`src/rtl/hazard_ctrl.sv`:
```
`default_nettype none
// ============================================================================
// Module      : hazard_ctrl
// Description : LEGv8 pipeline interlock (load-use, flag-use, branch flush)
//               and fixed-latency MUL/SDIV hold sequencer.
// Revision    : 1.0 - initial release
// ============================================================================
module hazard_ctrl #(
    parameter int MULDIV_LAT  = 4,
    parameter int STALL_CNT_W = 16
) (
    input  logic                   clk,
    input  logic                   reset,
    input  logic                   id_valid,
    input  logic [4:0]             id_rn,
    input  logic [4:0]             id_rm,
    input  logic                   id_uses_rm,
    input  logic                   id_reads_flags,
    input  logic                   id_br_taken,
    input  logic                   ex_valid,
    input  logic [4:0]             ex_rd,
    input  logic                   ex_memread,
    input  logic                   ex_setflags,
    input  logic                   ex_is_muldiv,
    output logic                   pc_write,
    output logic                   ifid_write,
    output logic                   ifid_flush,
    output logic                   idex_bubble,
    output logic                   ex_hold,
    output logic                   muldiv_start,
    output logic                   md_busy,
    output logic [STALL_CNT_W-1:0] stall_cnt
);

    typedef enum logic [0:0] {
        ST_RUN     = 1'b0,
        ST_MD_BUSY = 1'b1
    } state_t;

    // The start cycle counts toward the latency, and md_cnt==0 is the last busy cycle.
    localparam logic [3:0] C_MD_INIT = 4'(MULDIV_LAT - 2);
    localparam logic [4:0] C_XZR     = 5'd31;

    state_t                 r_state;
    state_t                 w_state_nxt;
    logic [3:0]             r_md_cnt;
    logic [3:0]             w_md_cnt_nxt;
    logic [STALL_CNT_W-1:0] r_stall_cnt;
    logic                   w_load_use;
    logic                   w_flag_use;

    assign w_load_use = id_valid & ex_valid & ex_memread & (ex_rd != C_XZR) &
                        ((ex_rd == id_rn) | (id_uses_rm & (ex_rd == id_rm)));
    assign w_flag_use = id_valid & ex_valid & id_reads_flags & ex_setflags;

    always_comb begin
        pc_write     = 1'b1;
        ifid_write   = 1'b1;
        ifid_flush   = 1'b0;
        idex_bubble  = 1'b0;
        ex_hold      = 1'b0;
        muldiv_start = 1'b0;
        md_busy      = 1'b0;
        w_state_nxt  = r_state;
        w_md_cnt_nxt = r_md_cnt;

        if (reset) begin
            pc_write     = 1'b0;
            ifid_write   = 1'b0;
            ifid_flush   = 1'b1;
            idex_bubble  = 1'b1;
            w_state_nxt  = ST_RUN;
            w_md_cnt_nxt = 4'd0;
        end else begin
            case (r_state)
                ST_MD_BUSY: begin
                    pc_write   = 1'b0;
                    ifid_write = 1'b0;
                    ex_hold    = 1'b1;
                    md_busy    = 1'b1;
                    if (r_md_cnt == 4'd0) begin
                        w_state_nxt = ST_RUN;
                    end else begin
                        w_md_cnt_nxt = r_md_cnt - 4'd1;
                    end
                end
                default: begin
                    if (ex_valid && ex_is_muldiv) begin
                        pc_write     = 1'b0;
                        ifid_write   = 1'b0;
                        ex_hold      = 1'b1;
                        muldiv_start = 1'b1;
                        w_state_nxt  = ST_MD_BUSY;
                        w_md_cnt_nxt = C_MD_INIT;
                    end else if (w_load_use || w_flag_use) begin
                        // A coincident taken branch is dropped; the held instruction re-raises it.
                        pc_write    = 1'b0;
                        ifid_write  = 1'b0;
                        idex_bubble = 1'b1;
                    end else if (id_br_taken) begin
                        ifid_flush = 1'b1;
                    end
                end
            endcase
        end
    end

    always_ff @(posedge clk) begin
        if (reset) begin
            r_state     <= ST_RUN;
            r_md_cnt    <= 4'd0;
            r_stall_cnt <= '0;
        end else begin
            r_state  <= w_state_nxt;
            r_md_cnt <= w_md_cnt_nxt;
            if (!pc_write && (r_stall_cnt != {STALL_CNT_W{1'b1}})) begin
                r_stall_cnt <= r_stall_cnt + 1'b1;
            end
        end
    end

    assign stall_cnt = r_stall_cnt;

endmodule
`default_nettype wire
```
`config.mk`:
```
export PLATFORM = sky130hd
export DESIGN_NAME = hazard_ctrl
export DESIGN_NICKNAME = d
export VERILOG_FILES = /design/src/rtl/hazard_ctrl.sv
export SDC_FILE = /design/constraint.sdc
export NUM_CORES = 1
export LEC_CHECK = 0
export CORE_UTILIZATION = 40
export DETAILED_ROUTE_END_ITERATION = 7
export PLACE_DENSITY = 0.82
export SYNTH_ARGS = -nofsm -noshare
export SYNTH_HDL_FRONTEND = slang
export SYNTH_SLANG_ARGS = --single-unit
```
`constraint.sdc`:
```
create_clock -name clk -period 2.3 [get_ports clk]
set_clock_uncertainty 0.15 [all_clocks]
set_input_delay 0.46 -clock clk [delete_from_list [all_inputs] [get_ports clk]]
set_output_delay 0.46 -clock clk [all_outputs]
set_load 0.005 [all_outputs]
```
**After elaboration in Yosys (flattened, before gate mapping)**

Cells that the tools add are included.

- Bits in registers: 21
- Bits of input ports: 25
- Word-level logic and storage cells: 50
- Output and inout bits: 23

- Multiplexer cells: 25
- Eq/ne operators: 5
- Reductions and logical operators: 7
- Bitwise operators: 8
- $add $sub $neg: 2

Operator list:

| cell | number |
|---|---|
| two-way mux 1 bit | 22 |
| adder 16 x 1 -> 16 bit (second input constant) | 1 |
| != test 16 bit (second input constant) | 1 |
| two-way mux 4 bit | 3 |
| == test 5 bit | 2 |
| AND 1 bit | 7 |
| != test 5 bit (second input constant) | 1 |
| logical NOT 4 bit | 1 |
| subtractor 4 x 1 -> 4 bit (second input constant) | 1 |
| logical AND 1 bit | 2 |
| != test 2 bit (second input constant) | 1 |
| AND reduction 2 bit | 1 |
| nonzero test 2 bit | 1 |
| logical NOT 1 bit | 1 |
| logical OR 1 bit | 1 |
| OR 1 bit | 1 |

**Logic depth before layout (Yosys ltp)**

Gate-level depths: netlist of run 1.

- Word-level depth: 11
- Gate-level depth with buffers: 9
- Mapped depth without buffers: 6

**Worst setup path before layout of run 1**

Ideal clock, no wire load.

- Kind: in2out
- Start: input ex_rd[3]
- End: output pc_write
- Cell stages on the path: 7
- Arrival time: 1.752 ns
- Slack: -0.062 ns
- Path through: xor2_1 nor4_1 a32oi_1 o211a_4 buf_6 buf_2 buf_4

- Word-level cells in the longest chain between the ends: 9

RTL lines:

| what | line | text |
|---|---|---|
| from (decl) | 21 | `input logic [4:0] ex_rd,` |
| == test 5 bit | 53 | `((ex_rd == id_rn) \| (id_uses_rm & (ex_rd == id_rm)));` |
| AND 1 bit | 53 |  |
| OR 1 bit | 53 |  |
| AND 1 bit * | 52 | `assign w_load_use = id_valid & ex_valid & ex_memread & (ex_rd != C_XZR) &` |
| logical OR 1 bit * | 95 | `end else if (w_load_use \|\| w_flag_use) begin` |
| two-way mux 1 bit * (4 in series) | - |  |
| to (decl) | 25 | `output logic pc_write,` |

Mark *: on every way between the ends. The rest lies on a longest branch, timed or not.

**Worst setup path in the final report of run 1**

- Start: input id_rm[2]
- End: output ifid_flush

- Word-level cells in the longest chain between the ends: 9

RTL lines:

| what | line | text |
|---|---|---|
| from (decl) | 16 | `input logic [4:0] id_rm,` |
| == test 5 bit | 53 |  |
| AND 1 bit | 53 |  |
| OR 1 bit | 53 |  |
| AND 1 bit | 52 |  |
| logical OR 1 bit | 95 |  |
| two-way mux 1 bit | 95 |  |
| two-way mux 1 bit | 88 | `if (ex_valid && ex_is_muldiv) begin` |
| two-way mux 1 bit | 75 | `case (r_state)` |
| two-way mux 1 bit | 67 | `if (reset) begin` |
| to (decl) | 27 | `output logic ifid_flush,` |

No other way between the ends.

==> results of run 1 <==
[per-stage QoR]
stage	TNS (ps)	hold WS (ps)	std cells	instance area, um^2	setup slack [ps]
floorplan	0	327	154	1340	14.9
global placement	-13490	319	251	1920	-742
detailed placement	-14420	339	251	1920	-762
CTS	-138	359	256	1940	-86.0
global route	-718	384	259	2100	-144
finish	-176	380	259	2100	-73.5
[power breakdown]
| group | leakage (nW) | total (mW) | internal (mW) | switching, mW |
|---|---|---|---|---|
| sequential | 0.171 | 0.382 | 0.372 | 0.00961 |
| combinational | 0.600 | 0.194 | 0.112 | 0.0821 |
| clock | 0.0177 | 0.186 | 0.0651 | 0.121 |
| total | 0.788 | 0.762 | 0.549 | 0.213 |
[area by class of cell]
| cell class | count | area [um^2] |
|---|---|---|
| well taps | 44 | 55.1 |
| repair buffers | 66 | 654 |
| inverters | 2 | 7.51 |
| clock inverters | 1 | 5.00 |
| fillers | 262 | 1000 |
| flip-flops and latches | 21 | 422 |
| multi-input cells | 122 | 937 |
| clock buffers | 3 | 22.5 |
[how the worst min path moves through the flow]
stage / from / to / slack, ps / cells past startpoint
floorplan: stall_cnt[12] / stall_cnt[12] / 330 / 2
global placement: stall_cnt[12] / stall_cnt[12] / 320 / 2
detailed placement: stall_cnt[14] / stall_cnt[14] / 340 / 2
CTS: stall_cnt[14] / stall_cnt[14] / 360 / 2
global route: stall_cnt[14] / stall_cnt[14] / 380 / 2
finish: stall_cnt[10] / stall_cnt[10] / 380 / 2
[sequential cells by signal, indices dropped and copies added, names as in the netlist]
signal	count
stall_cnt	16
r_md_cnt	4
r_state	1
[repair_timing]
| item | in CTS | in global routing |
|---|---|---|
| pin swaps | 17 | 16 |
| resized for setup | 74 | 26 |
| cloned | 0 | 2 |
| buffers inserted | 1 | 1 |
| endpoints found under the setup margin | 23 | 18 |
[routing by layer]
metal / GRT usage [%] / vias to the layer above
li1: - / 681
met2: 39.8 / 68
met5: 0 / -
met4: 12.0 / 0
met1: 20.9 / 669
met3: 4.80 / 13
[worst register-to-register path, delay by kind of cell (launching register included)]
kind | cells | cell delay (ps)
AND/OR/NAND/NOR | 4 | 900
multiplexers | 1 | 340
buffers and inverters | 1 | 170
adder cells (fa/ha/maj) | 1 | 230
flip-flops | 1 | 380
[cell usage in the layout, fill, tap and decap left out, types with 2 or more instances in the layout]
cell type / count
ha_1: 2
nand3_1: 7
inv_1: 2
nand4_1: 4
or4_4: 8
xor2_1: 11
and3_1: 4
nor2_1: 16
nand2_1: 8
a21oi_1: 4
buf_2: 5
nor4b_4: 2
nor3_2: 3
clkbuf_16: 2
o21ai_0: 3
buf_4: 14
buf_12: 2
clkdlybuf4s50_1: 24
mux2_4: 3
buf_6: 7
dfxtp_1: 20
a21oi_2: 8
clkbuf_4: 3
o31ai_1: 8
nor2b_1: 7
mux2_2: 3
dlygate4sd2_1: 9
nor3_1: 3
[cell families (layout without fill, tap and decap cells)]
kind of cell | Yosys count | in the layout
flip-flops | 21 | 21
adder cells (fa/ha/maj) | 2 | 2
AND/OR/NAND/NOR | 72 | 72
multiplexers | 7 | 7
AO/OA/AOI/OAI | 29 | 29
buffers and inverters | 11 | 72
XOR/XNOR | 12 | 12
[Yosys cell counts]
| cell | number |
|---|---|
| and4_4 | 1 |
| mux2i_1 | 1 |
| buf_6 | 2 |
| buf_4 | 1 |
| nor2_1 | 17 |
| nand2_1 | 8 |
| nand3_1 | 7 |
| o21a_1 | 1 |
| a31o_2 | 1 |
| o21ai_0 | 3 |
| nor4_1 | 1 |
| nor4b_4 | 2 |
| nor4_4 | 1 |
| clkbuf_1 | 1 |
| nand2b_1 | 1 |
| nand4_1 | 4 |
| a32oi_1 | 1 |
| a21oi_1 | 12 |
| buf_1 | 2 |
| mux2_2 | 3 |
| ha_1 | 2 |
| mux2_1 | 3 |
| nor2b_1 | 7 |
| dfxtp_1 | 21 |
| xor2_1 | 11 |
| nor3_1 | 6 |
| or3_1 | 1 |
| inv_1 | 2 |
| o21bai_1 | 1 |
| or2_2 | 2 |
| buf_2 | 3 |
| a21boi_0 | 1 |
| xnor2_1 | 1 |
| o211a_4 | 1 |
| and3_1 | 4 |
| nor3b_1 | 1 |
| or4_1 | 8 |
| or3b_1 | 1 |
| o31ai_1 | 8 |
==> impl_summary.log, run 1 <==
INFO  metric worst_path_cell_chain = buf_6 -> xor2_1 -> nor4_1 -> a32oi_1 -> buf_4 -> o21a_1 -> a31o_2 -> buf_2
INFO  metric timing.max_cap.violations = 0
INFO  metric num_vias = 1431
INFO  metric critPathRequiredTime = 1690 ps
INFO  metric detail_route.vias_per_cell = 5.53
INFO  metric yosys.area_share.simple = 33.2%
INFO  metric wire_per_inst = 15.6 um
INFO  metric hold_removal_path_class = reg -> reg
INFO  metric place.detailed.hpwl = 2740 um
INFO  metric ys_types = 39
INFO  metric flow.area_growth_from_synthesis = 58.7%
INFO  metric final-hold-violation-count = 0
INFO  metric insertedDiodeCount = 0
INFO  metric boundaryPins = 48
INFO  metric die-area = 3550 um^2
INFO  metric fp.dieH = 59.6 um
INFO  metric layout_cell_share_with_drive_strength_beyond_1 = 33.5%
INFO  metric tritoncts_num_sinks = 21
INFO  metric worst_path_dominant_cell_family = compound AO/OA/AOI/OAI gates
INFO  metric synthesis.yosys.warnings = 0
INFO  metric crit_path_max_fanout = 2
INFO  metric die_w = 59.6 um
INFO  metric fraction_of_post_synthesis_cell_area_in_the_top_cell_type_by_area = 31.7%
INFO  metric finalPower = 0.762 mW
INFO  metric synth_fp_nets = 181
INFO  metric routabilityCongestion = 0.763
INFO  metric floorplan.core_area = 3100 um^2
INFO  metric rrSetupSlack = 10 ps
INFO  metric io_buffer_count = 47
INFO  metric timing.critical_path.to_type = output pin
INFO  metric ant_nets = 0
INFO  metric worst-r2r-cell-count = 7
INFO  metric worst-slew-pin-transition = 620 ps
INFO  metric top_layer_used = met4
INFO  metric crit-reg2reg-launch = stall_cnt[0]
INFO  metric worstPathBufferInverterCount = 3
INFO  metric final_period_utilization = 103%
INFO  metric compound_gate_portion_of_the_synthesized_area = 14.5%
INFO  metric library_cell_occupying_the_most_area_in_the_post_synthesis_netlist = dfxtp_1
INFO  metric worst_setup_path_start = id_rm[2]
INFO  metric outcome = complete, but fails checks
INFO  metric pin_count_of_the_biggest_net_entering_global_routing = 23
INFO  metric root_buffer = clkbuf_4
INFO  metric globalRouteTotalUtil = 21.1%
INFO  metric met3_length = 307 um
INFO  metric power_density = 362 nW/um^2
INFO  metric initial_core_util = 42.7%
INFO  metric finish.utilization = 67.8%
INFO  metric cts_tree = built
INFO  metric ys_seq_area_share = 31.7%
INFO  metric slack_of_the_critical_path = -73.5 ps
INFO  metric drc = 0
INFO  metric cts.path.max_buffers = 2
INFO  metric cts_buffers = 3
INFO  metric grt-ovfl-total = 0
INFO  metric critical_path_type = in -> out
INFO  metric final-setup-viol-count = 4
INFO  metric timing.critical_path.slowest_cell_delay = 270 ps
INFO  metric synth.area.top_cells = dfxtp_1 32%, xor2_1 7.3%, nor2_1 4.8%, a21oi_1 4.5%, o31ai_1 4.5%
INFO  metric routedLengthMet1 = 1560 um
INFO  metric crit-reg2reg-capture = stall_cnt[6]
INFO  metric grt_pass1_vias = 1368
INFO  metric slowest_stage = nor4_1
INFO  metric h_tree_level_count = 1
INFO  metric syn_inst = 154
INFO  metric synthesis.area = 1330 um^2
INFO  metric synth_mux_area_share = 5.85%
INFO  metric worst_ir_drop_on_vdd = 0.000286 V
INFO  metric worst_setup_path_start_kind = primary input
INFO  metric fin_nets = 243
INFO  metric rows = 20
INFO  metric synth_top_family_by_area = simple AND/OR/NAND/NOR gates
INFO  metric path_depth = 8
INFO  metric violations = negative setup slack
INFO  metric clkLatencyLatePin = 320 ps
INFO  metric period_needed = 2370 ps
INFO  metric first_iter_violations = 60
INFO  metric timing.final.max_slew_violations = 0
INFO  metric cts_hold_buffers = 0
INFO  metric critical_path.endpoint = ifid_flush
INFO  metric crit_arrival = 1760 ps
INFO  metric synth_area_in_adders = 1.89%
INFO  metric clk_pin_slew = 130 ps
INFO  metric dr_wl_met2 = 2040 um
INFO  metric dr.pass1.iters = 4
INFO  metric slew-limit-headroom = 58.3%
INFO  metric synth_xor_area_share = 7.93%
INFO  metric ys_ff_latch = 21
INFO  metric clock.fmax = 421 MHz
INFO  metric grt_pass1_wl = 5670 um
INFO  metric antenna_violations_before_repair = 0
INFO  metric grt_setup_unrepaired = yes
INFO  metric p_leak = 0.788 nW
INFO  metric syn-mean-instance-area = 8.60 um^2
INFO  metric routed_wl = 4040 um
No activity file was read; power rests on OpenSTA's default activity.
==> run 2: changes to the inputs <==
- GPL_ROUTABILITY_DRIVEN: unset -> 0
==> results of run 2 <==
Same layout as run 1: the final DEF is identical, and so are final timing and power.
==> run 3: changes to the inputs <==
==> constraint.sdc (replaced) <==
create_clock -name clk -period 2.3 [get_ports clk]
set_clock_uncertainty 0.15 [all_clocks]
set_input_delay 0.46 -clock clk [delete_from_list [all_inputs] [get_ports clk]]
set_output_delay 0.46 -clock clk [all_outputs]
set_load 0.01 [all_outputs]
==> run 3 against run 2 <==
The flow still finishes with violations (negative setup slack); combinational power decreased by 8%; total power decreased by 2.7%; routed wire length decreased by 9.6%; sequential power about the same; fmax increased by 2.0%.
==> impl_summary.log, run 3 (synthesis results as in run 1) <==
INFO  metric die_w = 59.6 um
INFO  metric num_vias = 1413
INFO  metric final_cell_mix = 24 x clkdlybuf4s50_1, 21 x dfxtp_1, 17 x nor2_1, 13 x buf_4
INFO  metric flow.area_growth_from_synthesis = 51.3%
INFO  metric power_density = 370 nW/um^2
INFO  metric grt.busiest_layer = met2
INFO  metric final-setup-viol-count = 4
INFO  metric floorplan.core_area = 3100 um^2
INFO  metric p_leak = 0.745 nW
INFO  metric worstPathBufferInverterCount = 4
INFO  metric globalRouteTotalUtil = 20.6%
INFO  metric final-hold-violation-count = 0
INFO  metric fillerInstances = 268
INFO  metric slowest_stage = o211a_4
INFO  metric hold_removal_path_class = reg -> reg
INFO  metric timing.critical_path.slowest_cell_delay = 270 ps
INFO  metric cts_tree = built
INFO  metric dr.pass1.iters = 4
INFO  metric violations = negative setup slack
INFO  metric clk_pin_slew = 120 ps
INFO  metric worst_ir_drop_on_vdd = 0.000296 V
INFO  metric slew-limit-headroom = 62.9%
INFO  metric grt-ovfl-total = 0
INFO  metric fp.dieH = 59.6 um
INFO  metric slack_of_the_critical_path = -27.4 ps
INFO  metric cts.path.max_buffers = 2
INFO  metric timing.final.max_slew_violations = 0
INFO  metric grt_pass1_wl = 5530 um
INFO  metric final_period_utilization = 101%
INFO  metric finalHoldWorstSlack = 362 ps
INFO  metric layout_commonest_cell = clkdlybuf4s50_1
INFO  metric timing.critical_path.to_type = output pin
INFO  metric worst_path_cell_chain = buf_2 -> buf_6 -> xor2_1 -> nor3_2 -> a32oi_1 -> buf_4 -> o211a_4 -> buf_6
INFO  metric pin_count_of_the_biggest_net_entering_global_routing = 23
INFO  metric clkLatencyLatePin = 310 ps
INFO  metric timing.max_cap.violations = 0
INFO  metric drc = 0
INFO  metric worst_path_dominant_cell_family = buffers and inverters
INFO  metric rows = 20
INFO  metric io_buffer_count = 47
INFO  metric place.detailed.hpwl = 2710 um
INFO  metric worst_setup_path_start_kind = primary input
INFO  metric dp_slack = -819 ps
INFO  metric die-area = 3550 um^2
INFO  metric initial_core_util = 42.7%
INFO  metric root_buffer = clkbuf_4
INFO  metric finish.utilization = 64.6%
INFO  metric clock.fmax = 430 MHz
INFO  metric detail_route.vias_per_cell = 5.52
INFO  metric max_reg_flops = 16
INFO  metric critPathRequiredTime = 1690 ps
INFO  metric boundaryPins = 48
INFO  metric critical_path_type = in -> out
INFO  metric tritoncts_num_sinks = 21
INFO  metric grt_setup_unrepaired = yes
INFO  metric period_needed = 2330 ps
INFO  metric worst-slew-pin-transition = 551 ps
INFO  metric wire_per_inst = 14.3 um
INFO  metric layout_cell_share_with_drive_strength_beyond_1 = 27.8%
INFO  metric ant_nets = 0
INFO  metric grt.met3_usage = 5.24%
INFO  metric groute.layer.met1.usage = 19.6%
INFO  metric fin_tns_setup = -78.5 ps
INFO  metric outcome = complete, but fails checks
INFO  metric critical_path.most_common_cell = buf_6
INFO  metric grt_pass1_vias = 1336
INFO  metric routed_wl = 3650 um
INFO  metric crit_path_max_fanout = 7
INFO  metric insertedDiodeCount = 0
INFO  metric crit_arrival = 1720 ps
INFO  metric cts_buffers = 3
INFO  metric global_routing_usage_on_met2 = 41.1%
INFO  metric cts_hold_buffers = 0
INFO  metric fin_nets = 240
INFO  metric first_iter_violations = 36
INFO  metric h_tree_level_count = 1
INFO  metric antenna_violations_before_repair = 0
run 3: cell types whose count changed in the layout (fill, tap and decap cells not counted), moves of 2 or more:
cell	before	now
buf_6	7	11
a21oi_1	4	7
or4_1	0	4
nor3_2	3	1
buf_2	5	3
or4_4	8	4
clkbuf_16	2	0
buf_12	2	0
a21oi_2	8	5
run 3: worst paths after layout:
| path | from | to | slack, ps | depth (start not counted) |
|---|---|---|---|---|
| max | ex_rd[4] | pc_write | -30 | 8 |
| min | stall_cnt[12] | stall_cnt[12] | 360 | 2 |
| max reg2reg | stall_cnt[9] | stall_cnt[5] | 80 | 7 |
| min reg2reg | stall_cnt[12] | stall_cnt[12] | 360 | 2 |
run 3: per-layer routing:
| metal | share of wire [%] | wire, um | vias up |
|---|---|---|---|
| li1 | - | - | 678 |
| met1 | 38 | 1400 | 676 |
| met2 | 51 | 1870 | 46 |
| met3 | 7.6 | 279 | 13 |
| met4 | 2.8 | 102 | 0 |
| met5 | 0 | 0 | - |
run 3: layout make-up:
type / count / area (um^2) / area share (%)
flip-flops and latches: 21 / 420 / 21.0
inverters: 2 / 7.51 / 0.375
well taps: 44 / 55.1 / 2.75
clock buffers: 4 / 26.3 / 1.31
repair buffers: 63 / 588 / 29.3
multi-input cells: 122 / 907 / 45.3
run 3: per-stage QoR:
step / std cells / power (mW) / cell area (um^2)
finish: 256 / 0.741 / 2000
global route: 256 / 0.777 / 2000
CTS: 255 / 0.742 / 1940
detailed placement: 251 / 0.564 / 1910
global placement: 251 / 0.556 / 1910
floorplan: 154 / 0.469 / 1330
run 3: worst register-to-register path, cell delays in order, from the launching register on:
cell and delay (ps):
dfxtp_1 370, and4_4 200, and3_1 210, and3_1 200
and3_1 180, buf_4 190, nor4b_4 300, mux2_4 330
run 3: what timing repair did:
action                                  4_1_cts  5_1_grt
pin swaps                                    21       12
resized for setup                            73       19
cloned                                        0        0
endpoints found under the setup margin       23       17
buffers inserted                              0        1
run 3: where the power goes:
group	total [mW]	switching, mW	internal (mW)
clock network	0.181	0.113	0.0677
registers	0.382	0.00932	0.372
logic	0.179	0.0798	0.0993
total	0.741	0.202	0.539
==> RTL edit 1 (config.mk and constraints of run 1) <==
Put one more register stage on the output `stall_cnt`, with the module's reset. The value now appears one clock later. The other outputs are not delayed to match.
--- a/src/rtl/hazard_ctrl.sv
+++ b/src/rtl/hazard_ctrl.sv
@@ -120,5 +120,11 @@
     end
 
-    assign stall_cnt = r_stall_cnt;
+    always_ff @(posedge clk) begin
+        if (reset) begin
+            stall_cnt <= '0;
+        end else begin
+            stall_cnt <= r_stall_cnt;
+        end
+    end
 
 endmodule
Formal check against the unedited RTL: not equivalent (Yosys sat finds a counterexample within 4 cycles, from zero or initial values and one cycle with reset high).
==> RTL edit 1 against run 1 <==
The run still ends with setup timing left; total power up 65%; wire length shrank 6.3%; synthesized area up 25%; setup slack lost 0.0029 ns; critical endpoint unchanged; sequential cell count is 16 higher; non-clock buffer count shrank 4; highest routed layer unchanged; clock power rose by 120%; cell area rose by 16%.
==> RTL edit 1: results (changes against run 1) <==
| Metric | Value |
|---|---|
| Final net count | `278 (+14%)` |
| Leakage power | `0.947 nW (+20%)` |
| Synth unique cells | `34 (-13%)` |
| Top post-synthesis cells by count | `37 x dfxtp_1, 20 x nor2_1, 18 x nand2_1` |
| Placer Congestion | `0.819 (+7.3%)` |
| Drt wl/cell | `12.5 µm (-20%)` |
| Worst hold endpoint | `stall_cnt[14]` |
| PnR worst setup slack | `-0.0764 ns (-0.00294 ns)` |
| Num CTS Buffers | `5 (+2)` |
| H-tree lvl count | `2 (+1)` |
| # diodes | `0 (unchanged)` |
| First-pass GRT wire length | `6.56 mm (+16%)` |
| Register-to-register setup slack | `0.20 ns (+0.19 ns)` |
| R2r endpoint | `r_stall_cnt[11]` |
| Hpwl dp | `2.59 mm (-5.4%)` |
| Setup Buffers After CTS | `4 (+3)` |
| Synth top area cells | `dfxtp_1 45%, xor2_1 5.8%, nor2b_1 5.3%, nor2_1 4.5%, nand2_1 4.1%` |
| Max incr delay on CP | `0.29 ns (+0.02 ns)` |
| Post-synthesis sequential area ratio | `44.6% (+13 points)` |
| Post-cts sizing count | `79 (+6.8%)` |
| Clk root buf | `clkbuf_8` |
| Dpl cells | `290 (+16%)` |
| # setup viols final | `4 (unchanged)` |
| Met1 Track Usage GR | `23.3% (+2.4 points)` |
| Largest regs | `r_stall_cnt (16), stall_cnt (16), r_md_cnt (4)` |
| Area after DPL | `2240 µm² (+16%)` |
| Number of non-filler instances in the completed layout | `302 (+17%)` |
| Layout cells sized above 1 | `21.4% (-12 points)` |
| Clk_lat worst skew | `0.28 ns (-0.04 ns)` |
| GR met3 Demand/Resource | `5.69% (+0.89 points)` |
| FF-to-FF Start | `r_stall_cnt[0]` |
| Met2 usage | `31.6% (-8.2 points)` |
| Largest net degree at the start of global routing | `35 (+52%)` |
| Status | `finished, violations left` |
| Worst hold stages | `1 (-1)` |
| Max VDD drop | `0.207 mV (-28%)` |
| CP max FO | `3 (+1)` |
| Syn avg cell area | `8.73 µm² (+1.5%)` |
| Clock-pin slew on the worst setup and hold paths | `0.06 ns (-0.07 ns)` |
| Failing checks | `setup timing` |
| Worst hold path startpoint | `r_stall_cnt[14]` |
| Worst path slowest cell | `nor4_2` |
| Slew margin rel. | `53.5% (-4.9 points)` |
| Tot GR Track Use | `19.8% (-1.3 points)` |
| CP startpoint | `ex_rd[2]` |
==> RTL edit 1: cell count changes after synthesis, moves of 3 or more <==
cell / change
o21ai_0: +9
a21oi_1: -6
clkbuf_1: +4
buf_2: -3
nand2_1: +10
inv_1: +5
and3_1: -3
o31ai_1: -8
nor2_1: +3
nor2b_1: +7
nor4_1: +5
dfxtp_1: +16
nand4_1: +5
==> RTL edit 1: through the flow <==
stage,setup TNS [ns],hold WS (ns),setup slack [ns]
2_1_floorplan,-0.00304,0.303,-0.00304
3_3_place_gp,-10.69,0.325,-0.701
3_5_place_dp,-11.27,0.326,-0.734
4_1_cts,-0.224,0.342,-0.0785
5_1_grt,-0.583,0.376,-0.213
6_report,-0.133,0.350,-0.0764
==> RTL edit 1: routing by layer <==
layer / share of wire (%) / vias to the layer above
li1: - / 786
met1: 43 / 693
met2: 50 / 49
met3: 4.8 / 8
met4: 2.2 / 0
met5: 0 / -
==> RTL edit 1: power breakdown <==
group / switching, mW / internal, mW
clock: 0.203 / 0.215
sequential: 0.00915 / 0.652
combinational: 0.0819 / 0.0972
==> RTL edit 1: cells by family after synthesis <==
| family | Yosys count | share of synthesized area, % |
|---|---|---|
| adders and majority gates | 2 | 1.51 |
| buffers and inverters | 15 | 4.68 |
| and+or+nand+nor | 93 | 29.4 |
| DFF | 37 | 44.6 |
| AOI/OAI and AO/OA | 24 | 8.75 |
| muxes | 7 | 4.68 |
| xor gates and xnor gates | 12 | 6.33 |
==> RTL edit 1: area by class of cell <==
| class | instances | area (µm²) |
|---|---|---|
| timing repair buffer | 62 | 577 |
| multi-input combinational | 138 | 961 |
| fill | 346 | 1550 |
| clock buffer | 8 | 80.1 |
| inverter | 7 | 26.3 |
| sequential | 37 | 741 |
| tap | 50 | 62.6 |
==> RTL edit 2 (settings of run 1) <==
Without the edit above. The parameter `STALL_CNT_W` goes from 16 to 32.
--- a/src/rtl/hazard_ctrl.sv
+++ b/src/rtl/hazard_ctrl.sv
@@ -8,5 +8,5 @@
 module hazard_ctrl #(
     parameter int MULDIV_LAT  = 4,
-    parameter int STALL_CNT_W = 16
+    parameter int STALL_CNT_W = 32
 ) (
     input  logic                   clk,
Ports: changed (resized stall_cnt); port bits go from 48 to 64. No check against the original RTL was run, so the function may have changed too.
==> RTL edit 2 against run 1 <==
Final cell count is 51% higher; setup slack gained 0.10 ns; critical path depth rose by 3; first-iteration DRC count increased by 95%; highest routed layer unchanged; sequential cell count grew 16; synthesized area rose by 63%; total power rose by 72%; count of clock-buffer cells in the layout is 5 higher; via count is 40% higher; largest power group unchanged; wire length grew 33%; cell area up 47%.
==> RTL edit 2: results (changes against run 1) <==
| Metric | Value |
|---|---|
| Synth top area cells | `dfxtp_1 34%, xnor2_1 17%, nor2_1 7.1%, nand2_1 3.5%, nor4_2 3.5%` |
| Clock-pin slew on the worst setup and hold paths | `0.07 ns (-0.06 ns)` |
| Switching power | `0.337 mW (+59%)` |
| Slew margin rel. | `77.4% (+19 points)` |
| Worst setup path endpoint | `stall_cnt[29]` |
| Status | `complete, no violations` |
| Via count | `1,999 (+40%)` |
| H-tree lvl count | `2 (+1)` |
| Vias in the first global route | `1,890 (+38%)` |
| Number of non-filler instances in the completed layout | `390 (+51%)` |
| CP startpoint | `ex_rd[1]` |
| FF-to-FF Start | `stall_cnt[8]` |
| Layout cells sized above 1 | `21.6% (-12 points)` |
| Clk root buf | `clkbuf_8` |
| Max reg flops | `32 (+16)` |
| Top post-synthesis cells by count | `41 x nor2_1, 41 x xnor2_1, 37 x dfxtp_1` |
| Syn avg cell area | `8.92 µm² (+3.7%)` |
| Register-to-register setup slack | `0.10 ns (+0.09 ns)` |
| First-pass GRT wire length | `8.70 mm (+53%)` |
| Max incr delay on CP | `0.34 ns (+0.07 ns)` |
| Initial drt markers | `117 (+95%)` |
| Synth unique cells | `38 (-2.6%)` |
| Post-synthesis sequential area ratio | `34.3% (+2.6 points)` |
| CP max FO | `31 (+29)` |
| Worst path slowest cell | `mux2_1` |
| Largest net degree at the start of global routing | `32 (+39%)` |
| PortBufs | `63 (+34%)` |
| Layout fillers | `475 (+81%)` |
| Final net count | `346 (+42%)` |
| Clk_lat worst skew | `0.30 ns (-0.02 ns)` |
## RTL edit 2: worst min-delay path by stage
stage / startpoint / end / slack (ns) / cells after the start
finish: r_md_cnt[0] / r_md_cnt[0] / 0.34 / 2
global placement: r_md_cnt[0] / r_md_cnt[0] / 0.32 / 2
CTS: r_md_cnt[0] / r_md_cnt[0] / 0.34 / 2
floorplan: r_md_cnt[0] / r_md_cnt[0] / 0.31 / 2
global route: r_md_cnt[0] / r_md_cnt[0] / 0.38 / 2
detailed placement: r_md_cnt[0] / r_md_cnt[0] / 0.33 / 2
## RTL edit 2: critical path, delay by kind of cell
kind,cells,cell delay (ns)
buffers and inverters,4,0.71
and+or+nand+nor,3,0.36
xor gates and xnor gates,1,0.15
muxes,1,0.34
AOI/OAI and AO/OA,2,0.27
## RTL edit 2: power by group through the flow
stage / Clock (mW) / Combinational (mW) / Sequential, mW
global placement: 0 / 0.203 / 0.670
finish: 0.442 / 0.209 / 0.657
detailed placement: 0 / 0.211 / 0.672
CTS: 0.455 / 0.206 / 0.657
global route: 0.486 / 0.227 / 0.658
floorplan: 0 / 0.0919 / 0.677
## RTL edit 2: cell type report
class | instances | area, µm² | share of cell area [%]
Clock buffer | 8 | 80.1 | 2.59
Sequential cell | 37 | 741 | 24.0
Timing Repair Buffer | 83 | 768 | 24.9
Inverter | 5 | 18.8 | 0.608
Multi-Input combinational cell | 187 | 1390 | 45.1
Tap cell | 70 | 87.6 | 2.84
## RTL edit 2: logic make-up after synthesis
family	after synthesis	synth area share (%)
and+or+nand+nor	129	38.0
AOI/OAI and AO/OA	14	4.29
muxes	1	0.522
adders and majority gates	2	1.16
buffers and inverters	18	5.04
xor gates and xnor gates	41	16.6
DFF	37	34.3
## RTL edit 2: per-layer routing
layer	GRT usage, %	part of all wire (%)	up-vias
li1	-	-	989
met5	0	0	-
met2	34.0	50	54
met1	24.9	44	944
met4	8.85	2.1	0
met3	5.82	4.4	12
## RTL edit 2: per-stage QoR
stage | worst slack [ns] | utilization (%) | setup TNS (ns) | area (µm²) | total power [mW]
global route | -0.0217 | 60.1 | -0.0591 | 3090 | 1.37
detailed placement | -0.623 | 57.4 | -13.07 | 2950 | 0.883
global placement | -0.525 | 57.4 | -9.68 | 2950 | 0.874
finish | 0.0285 | 60.1 | 0 | 3090 | 1.31
CTS | -0.00876 | 59.2 | -0.0154 | 3040 | 1.32
floorplan | 0.130 | - | 0 | 2160 | 0.769
## RTL edit 2: timing repair
item,4_1_cts,5_1_grt
hold buffers,0,0
resized for setup,40,25
pin swaps,14,13
hold endpoints to repair,0,0
setup endpoints to repair,24,24
setup buffers,1,0
